File: src/rtl/spe_tx_arbiter.sv
// Round-robin arbiter feeding one SPE packetizer input from NUM_REQ requesters, with bounded burst lock.
// Optional macro SPE_TX_ARB_PRIO0_EN: requester 0 becomes a high-priority source that preempts bursts.
module spe_tx_arbiter #(
   parameter int NUM_REQ   = 4,
   parameter int ADDR_W    = 4,
   parameter int OP_W      = 4,
   parameter int DATA_W    = 25,
   parameter int MAX_BURST = 4
) (
   input  logic                        clk,
   input  logic                        reset,
   input  logic [NUM_REQ-1:0]          req_valid,
   output logic [NUM_REQ-1:0]          req_ready,
   input  logic [NUM_REQ*ADDR_W-1:0]   req_dest,
   input  logic [NUM_REQ*OP_W-1:0]     req_opcode,
   input  logic [NUM_REQ*DATA_W-1:0]   req_data,
   output logic                        out_valid,
   input  logic                        out_ready,
   output logic [ADDR_W-1:0]           out_dest,
   output logic [OP_W-1:0]             out_opcode,
   output logic [DATA_W-1:0]           out_data,
   output logic [$clog2(NUM_REQ)-1:0]  grant_id,
   output logic                        busy
);

   localparam int GW = $clog2(NUM_REQ);
   localparam int BW = $clog2(MAX_BURST + 1);

   typedef enum logic [1:0] {IDLE, HOLD, LOCK} state_t;

   state_t              state_q, state_d;
   logic [GW-1:0]       rr_ptr_q, rr_ptr_d;
   logic [GW-1:0]       grant_q, grant_d;
   logic [BW-1:0]       burst_cnt_q, burst_cnt_d;
   logic                out_valid_q, out_valid_d;
   logic [ADDR_W-1:0]   out_dest_q;
   logic [OP_W-1:0]     out_opcode_q;
   logic [DATA_W-1:0]   out_data_q;

   logic [2*NUM_REQ-1:0] req_dbl;
   logic [NUM_REQ-1:0]   req_rot;
   logic [NUM_REQ-1:0]   grant_oh;
   logic                 sel_found;
   logic [GW-1:0]        sel_idx;
   logic                 grant_vld;
   logic                 preempt;
   logic                 rr_adv;
   logic                 load;
   logic [GW-1:0]        load_idx;
   logic [ADDR_W-1:0]    mux_dest;
   logic [OP_W-1:0]      mux_opcode;
   logic [DATA_W-1:0]    mux_data;

   // Modular add on requester indices; NUM_REQ need not be a power of two.
   function automatic logic [GW-1:0] rr_add(input logic [GW-1:0] base, input int unsigned off);
      logic [GW:0] s;
      s = {1'b0, base} + (GW+1)'(off);
      if (s >= (GW+1)'(NUM_REQ))
         s = s - (GW+1)'(NUM_REQ);
      return s[GW-1:0];
   endfunction

   // Rotate the request vector so bit 0 is the requester at rr_ptr, then take the lowest set bit.
   always_comb begin
      req_dbl   = {req_valid, req_valid};
      req_rot   = req_dbl[rr_ptr_q +: NUM_REQ];
      sel_found = 1'b0;
      sel_idx   = rr_ptr_q;
      for (int k = NUM_REQ - 1; k >= 0; k--) begin
         if (req_rot[k]) begin
            sel_found = 1'b1;
            sel_idx   = rr_add(rr_ptr_q, unsigned'(k));
         end
      end
`ifdef SPE_TX_ARB_PRIO0_EN
      if (req_valid[0]) begin
         sel_found = 1'b1;
         sel_idx   = '0;
      end
`endif
   end

   assign grant_oh  = NUM_REQ'(1) << grant_q;
   assign grant_vld = |(req_valid & grant_oh);

`ifdef SPE_TX_ARB_PRIO0_EN
   // A pending requester 0 cuts another requester's burst short; rr_ptr then stays put so the
   // preempted requester resumes its turn, and requester-0 grants never move the pointer.
   assign preempt = req_valid[0] && (grant_q != '0);
   assign rr_adv  = (grant_q != '0) && !preempt;
`else
   assign preempt = 1'b0;
   assign rr_adv  = 1'b1;
`endif

   always_comb begin
      state_d     = state_q;
      rr_ptr_d    = rr_ptr_q;
      grant_d     = grant_q;
      burst_cnt_d = burst_cnt_q;
      out_valid_d = out_valid_q;
      req_ready   = '0;
      load        = 1'b0;
      load_idx    = grant_q;
      unique case (state_q)
         IDLE: begin
            if (sel_found) begin
               req_ready   = NUM_REQ'(1) << sel_idx;
               load        = 1'b1;
               load_idx    = sel_idx;
               grant_d     = sel_idx;
               burst_cnt_d = BW'(1);
               out_valid_d = 1'b1;
               state_d     = HOLD;
            end
         end
         HOLD: begin
            if (out_ready) begin
               out_valid_d = 1'b0;
               if (grant_vld && (burst_cnt_q < BW'(MAX_BURST)) && !preempt) begin
                  state_d = LOCK;
               end else begin
                  state_d = IDLE;
                  if (rr_adv)
                     rr_ptr_d = rr_add(grant_q, 1);
               end
            end
         end
         LOCK: begin
            if (grant_vld && !preempt) begin
               req_ready   = grant_oh;
               load        = 1'b1;
               out_valid_d = 1'b1;
               burst_cnt_d = burst_cnt_q + BW'(1);
               state_d     = HOLD;
            end else begin
               state_d = IDLE;
               if (rr_adv)
                  rr_ptr_d = rr_add(grant_q, 1);
            end
         end
         default: begin
            state_d     = IDLE;
            out_valid_d = 1'b0;
         end
      endcase
   end

   always_comb begin
      mux_dest   = '0;
      mux_opcode = '0;
      mux_data   = '0;
      for (int k = 0; k < NUM_REQ; k++) begin
         if (GW'(k) == load_idx) begin
            mux_dest   = req_dest[k*ADDR_W +: ADDR_W];
            mux_opcode = req_opcode[k*OP_W +: OP_W];
            mux_data   = req_data[k*DATA_W +: DATA_W];
         end
      end
   end

   always_ff @(posedge clk or posedge reset) begin
      if (reset) begin
         state_q     <= IDLE;
         rr_ptr_q    <= '0;
         grant_q     <= '0;
         burst_cnt_q <= '0;
         out_valid_q <= 1'b0;
      end else begin
         state_q     <= state_d;
         rr_ptr_q    <= rr_ptr_d;
         grant_q     <= grant_d;
         burst_cnt_q <= burst_cnt_d;
         out_valid_q <= out_valid_d;
      end
   end

   // Packet fields are captured only on an accepted request and held until the next accept.
   always_ff @(posedge clk or posedge reset) begin
      if (reset) begin
         out_dest_q   <= '0;
         out_opcode_q <= '0;
         out_data_q   <= '0;
      end else if (load) begin
         out_dest_q   <= mux_dest;
         out_opcode_q <= mux_opcode;
         out_data_q   <= mux_data;
      end
   end

   assign out_valid  = out_valid_q;
   assign out_dest   = out_dest_q;
   assign out_opcode = out_opcode_q;
   assign out_data   = out_data_q;
   assign grant_id   = grant_q;
   assign busy       = (state_q != IDLE);

endmodule

File: config.mk
export PLATFORM = sky130hd
export DESIGN_NAME = spe_tx_arbiter
export DESIGN_NICKNAME = d
export VERILOG_FILES = /design/src/rtl/spe_tx_arbiter.sv
export SDC_FILE = /design/constraint.sdc
export NUM_CORES = 1
export LEC_CHECK = 0
export ABC_AREA = 1
export ABC_CLOCK_PERIOD_IN_PS = 4070
export BUFFER_PORTS_ARGS = -buffer_cell sky130_fd_sc_hd__buf_4
export CAP_MARGIN = 20
export CORE_UTILIZATION = 49
export DETAILED_ROUTE_END_ITERATION = 8
export GPL_ROUTABILITY_DRIVEN = 0
export PLACE_DENSITY = 0.92
export SYNTH_ARGS = -nofsm -noshare
export SYNTH_HDL_FRONTEND = slang
export SYNTH_SLANG_ARGS = --single-unit
File: constraint.sdc
create_clock -name clk -period 4.07 [get_ports clk]
set_input_delay 0.407 -clock clk [delete_from_list [all_inputs] [get_ports clk]]
set_output_delay 0.407 -clock clk [all_outputs]
set_load 0.005 [all_outputs]
**After elaboration in Yosys (flattened, before gate mapping)**

Index checks and enable logic that the tools add are counted.

- Add/subtract/negate cells: 10
- Order comparisons: 6
- Equality and inequality tests: 10
- Shift-type cells: 3
- Mux-type cells: 49
- Bitwise operators: 1
- Reduce and logical (&&, ||, !) cells: 11

Operator list:

| operator | count |
|---|---|
| 25-bit 2-to-1 mux | 4 |
| 4-bit 2-to-1 mux | 10 |
| 2-bit 2-to-1 mux | 17 |
| 3-bit greater-or-equal comparator, second input constant | 4 |
| 1-bit 2-to-1 mux | 10 |
| 2-bit != test, second input constant | 5 |
| 2-bit by 1-bit subtractor with 2-bit output, second input constant | 5 |
| 4-bit case mux with 2 select lines | 1 |
| 8-bit by 3-bit variable part select with 4-bit output | 1 |
| 1-bit by 2-bit << shifter with 4-bit output, first input constant | 2 |
| 2-bit by 1-bit adder with 3-bit output, second input constant | 2 |
| 2-bit by 2-bit adder with 3-bit output, second input constant | 2 |
| 3-bit 2-to-1 mux | 2 |
| 2-bit case mux with 3 select lines | 1 |
| 3-bit case mux with 2 select lines | 1 |
| 3-bit AND reduction | 2 |
| 2-bit nonzero test | 3 |
| 4-bit bitwise AND | 1 |
| 2-bit equality test, first input constant | 2 |
| 2-bit zero test | 2 |
| 2-bit case mux with 2 select lines | 1 |
| 4-bit AND reduction | 1 |
| 4-bit OR reduction | 1 |
| 3-bit by 1-bit adder with 3-bit output, second input constant | 1 |
| other kinds (9) | 9 |

- Flip-flop bits (word level): 43
- Bits of input ports: 139
- Output and inout bits: 41
- Logic and storage cells: 98

**Logic depth before layout (Yosys ltp)**

- Word-level depth: 14
- Gate-level depth with buffers: 17
- Depth with buffers taken out: 15

**Least setup slack after synthesis**

Ideal clock, no wire load.

- Path kind: reg2out
- Start: reg rr_ptr_q[0]
- End: out req_ready[0]
- Arrival: 1.521 ns
- Data required time: 3.663 ns
- Setup slack: 2.142 ns
- Stages on the path, launching flop included: 12
- Buffers on the path: 2
- Cells stage by stage: dfrtp_1 -> buf_6 -> inv_4 -> nand2_2 -> nand3_2 -> nand2_1 -> nor2_2 -> nand2_1 -> nand2_1 -> nand3_4 -> clkbuf_1 -> o22ai_1

- Longest elaborated chain between the ends: 10
- Elaborated cells between the ends (all ways): 27
- Those cells by class: add/sub (7); order compare (4); shift (2); mux (14)

RTL lines:

| what | RTL line | text |
|---|---|---|
| from (decl) | 32 | `logic [GW-1:0] rr_ptr_q, rr_ptr_d;` |
| from (signal assigned) | 171 | `rr_ptr_q <= rr_ptr_d;` |
| 2-bit by 2-bit adder with 3-bit output | 57 | `s = {1'b0, base} + (GW+1)'(off);` |
| 3-bit greater-or-equal comparator / 2-bit by 1-bit subtractor with 2-bit output (equally long branches) | 58, 59 |  |
| 2-bit 2-to-1 mux | 58 | `if (s >= (GW+1)'(NUM_REQ))` |
| 2-bit 2-to-1 mux (4 in a row) | 70 | `if (req_rot[k]) begin` |
| 1-bit by 2-bit << shifter with 4-bit output | 108 | `req_ready = NUM_REQ'(1) << sel_idx;` |
| 4-bit 2-to-1 mux * | 107 | `if (sel_found) begin` |
| 4-bit case mux with 2 select lines * | 105 | `unique case (state_q)` |
| to (decl) | 13 | `output logic [NUM_REQ-1:0] req_ready,` |

Every way passes the cells marked *; elsewhere a longest branch is shown, timed or not.

**Final worst setup path**

- Start: reg rr_ptr_q[0]
- End: reg out_dest_q[2], in the netlist out_dest[2]

- Longest elaborated chain between the ends: 14
- Elaborated cells between the ends (all ways): 36
- Those cells by class: add/sub (7); order compare (4); eq/ne (3); shift (1); mux (20); reduce/logical (1)

RTL lines:

| what | RTL line | text |
|---|---|---|
| 2-bit by 2-bit adder with 3-bit output | 57 |  |
| 3-bit greater-or-equal comparator / 2-bit by 1-bit subtractor with 2-bit output (equally long branches) | 58, 59 |  |
| 2-bit 2-to-1 mux | 58 |  |
| 2-bit 2-to-1 mux (4 in a row) | 70 |  |
| 2-bit 2-to-1 mux | 107 |  |
| 2-bit 2-to-1 mux | 105 |  |
| 2-bit zero test | 154 | `if (GW'(k) == load_idx) begin` |
| 4-bit 2-to-1 mux (4 in a row) | 154 |  |
| to (signal assigned) | 185 | `out_dest_q <= mux_dest;` |
| to (decl) | 36 | `logic [ADDR_W-1:0] out_dest_q;` |

Several ways; a longest one is shown, not always the timed one.
A chain may end at the register's enable or synchronous reset.

==> results by group <==
Status
  • Outcome: finished with violations
  • Failing checks: design-rule violations

Worst setup path
  • Critical path arrival: 3.23 ns
  • Crit-path max FO: 55
  • CP startpoint kind: flop
  • Endpoint type of the worst setup path: flop
  • WP data required: 4.26 ns
  • Crit Path Class: reg -> reg

Route
  • Via density: 5.41
  • Antenna-violating nets left: 0
  • Drt total wl: 10,700 um
  • DRC errors left: 9
  • Routed WL per cell: 14.3 um
  • First-pass iteration count of the detailed router: 7
  • Iter 0 DRT Violations: 288
  • DR vias: 4,046

CTS
  • Clock sinks: 43
  • Total setup buffers inserted after CTS: 0
  • CTS resizes: 0
  • Bufs on Longest Clock Path: 2
  • Inserted Clock Buffers: 5
  • Clock-pin slew on the worst setup and hold paths: 0.09 ns
  • H-tree level count: 2
  • Root Driver: clkbuf_8
  • TritonCTS clock tree: built
  • Clock latency on the worst-skew pair: 0.30 ns
  • Hold Buf Count CTS: 0

Timing
  • Setup TNS: 0 ns
  • Final Slew Violations: 0
  • Final hold vios: 0
  • Final Critical Period: 3.04 ns
  • Fin crit share: 74.7%
  • Setup Skew: 0.00461 ns
  • RSZ-0062 raised after global routing: no
  • Fmax: 329 MHz
  • Setup violations, final: 0
  • Worst-margin pin slew: 0.899 ns
  • Slew headroom: 40.0%
  • Final worst setup slack: 1.03 ns

Placed design
  • Post-Place Cells: 740
  • IO Port Bufs: 179
  • Post-place setup slack: 1.07 ns
  • Area after DPL: 0.00460 mm2
  • DP Wirelength: 7950 um

Synthesis
  • Synth top area cells: dfrtp_1 (33%), nand2_1 (17%), nand3_1 (14%)
  • Post-synthesis cell type count: 26
  • Synthesis warning total: 0
  • Synth top area share: 32.5%
  • Syn_area_per_cell: 6.46 um2
  • Cell taking the most area after synthesis: dfrtp_1
  • Sequential area share after synthesis: 32.5%
  • Synth Instances: 512
  • Post-synthesis register bit count: 43
  • Syn Nets: 656
  • Synth Cell Area: 0.00331 mm2

Final layout
  • Post-layout util: 73.0%
  • Final nets: 814
  • Antenna cell count: 0
  • Layout Area Growth over Synthesis: 41.8%
  • Layout cells sized above 1: 30.7%
  • Post-route cell area: 0.00469 mm2
  • Non-Filler Instances: 748

Die
  • Die width: 84.2 um
  • Die height: 84.2 um
  • Initial Util: 51.5%
  • # IOs: 180
  • Die ar.: 0.00708 mm2
  • Core Area: 0.00642 mm2
  • Num rows: 29

Power
  • PwrDens: 834 mW/mm2
  • Worst VDD drop: 0.000443 V
  • Leakage: 0.00264 uW

Global route
  • Antenna violations before repair: 0
  • Number of global-route vias before repair: 3,795
  • Largest net degree at the start of global routing: 56
  • First-pass GRT wire length: 17,100 um
  • Total track usage: 29.9%
  • Total gr overflow: 0

Worst hold path
  • Tightest Hold Check Type: in -> async

Flow run
  • Max_cap viols: 0
logic make-up (layout without fill, tap and decap cells):
family / Yosys count / in the layout / synth area share, %
AND/OR/NAND/NOR: 335 / 335 / 47.6
buffers and inverters: 101 / 260 / 13.4
flip-flops: 43 / 43 / 32.5
AO/OA/AOI/OAI: 27 / 27 / 4.39
adder cells (fa/ha/maj): 5 / 5 / 1.89
XOR/XNOR: 1 / 1 / 0.265
state kept, by name, summed over array words and instances (netlist names):
signal       flops
out_dest         4
out_valid        1
out_opcode       4
state_q          2
grant_id         2
rr_ptr_q         2
burst_cnt_q      3
out_data        25
routing by layer:
metal  wire length (um)  GRT usage, %  up-vias
li1                   -             -     1947
met1               4140          35.8     1848
met2               5400          52.6      219
met3                835          6.29       32
met4                284          11.9        0
met5                  0             0        -
per-stage QoR:
stage | hold slack, ns | total power, uW
6_report | 0.298 | 3910
3_5_place_dp | 0.468 | 3590
4_1_cts | 0.335 | 3880
2_1_floorplan | 0.446 | 2850
3_3_place_gp | 0.457 | 3480
5_1_grt | 0.369 | 4290
power by group:
group / total, uW / internal [uW] / switching (uW) / leakage, uW
sequential: 823 / 659 / 164 / 0.000520
clock: 283 / 123 / 161 / 0.0000408
combinational: 2810 / 1020 / 1790 / 0.00208
total: 3910 / 1800 / 2110 / 0.00264
cells in the mapped netlist:
cell type	instances
nor2_1	37
buf_6	2
nand2_2	5
nor2_2	3
o22ai_1	4
o21ai_0	5
a21oi_1	16
buf_2	13
xor2_1	1
nand3_1	92
nor2_8	1
nand3_2	2
nand3b_1	19
ha_1	5
buf_4	7
clkbuf_1	8
inv_1	68
inv_4	2
nand3_4	1
o2111ai_1	1
nand2_8	1
nand4_1	20
inv_2	1
a31oi_1	1
dfrtp_1	43
nand2_1	154
final cells by class:
cell class / instances / area, um2
inverters: 71 / 272
fillers: 499 / 1730
clock inverters: 3 / 23.8
clock buffers: 5 / 68.8
well taps: 77 / 96.3
repair buffers: 181 / 1360
multi-input cells: 368 / 1790
flip-flops and latches: 43 / 1080
critical path: stages, from the launching register on:
cell	delay, ns
dfrtp_1	0.48
inv_4	0.14
nand2_2	0.07
nand2_1	0.08
nor2_2	0.05
nand3_1	0.08
nand2_2	0.09
nand2_1	0.63
nand2_8	0.35
nor2_8	0.59
nand2_1	0.12
nand4_1	0.15
nand2_1	0.06
worst paths after layout:
check,start,endpoint,slack (ns),cells after the start
min in group clk,out_ready,state_q[1]$_DFFE_PP0P_,0.36,3
setup reg to reg,rr_ptr_q[0]$_DFFE_PP0P_,out_dest[2]$_DFFE_PP0P_,1.03,12
max in group asynchronous,reset,burst_cnt_q[0]$_DFFE_PP0P_,3.21,2
hold / removal,reset,out_data[12]$_DFFE_PP0P_,0.30,2
hold reg to reg,burst_cnt_q[0]$_DFFE_PP0P_,burst_cnt_q[0]$_DFFE_PP0P_,0.48,1
setup / recovery,rr_ptr_q[0]$_DFFE_PP0P_,out_dest[2]$_DFFE_PP0P_,1.03,12
layout by cell type (no fill, tap or decap), types with 2 or more instances in the layout:
cell	n
a21oi_1	16
buf_4	181
clkbuf_8	5
clkinvlp_4	2
dfrtp_1	43
ha_1	5
inv_1	67
inv_2	2
inv_4	2
nand2_1	154
nand2_2	5
nand3_1	92
nand3_2	2
nand3b_1	19
nand4_1	20
nor2_1	37
nor2_2	2
o21ai_0	5
o22ai_1	4
Note: power is estimated with default switching activity, not from simulation.
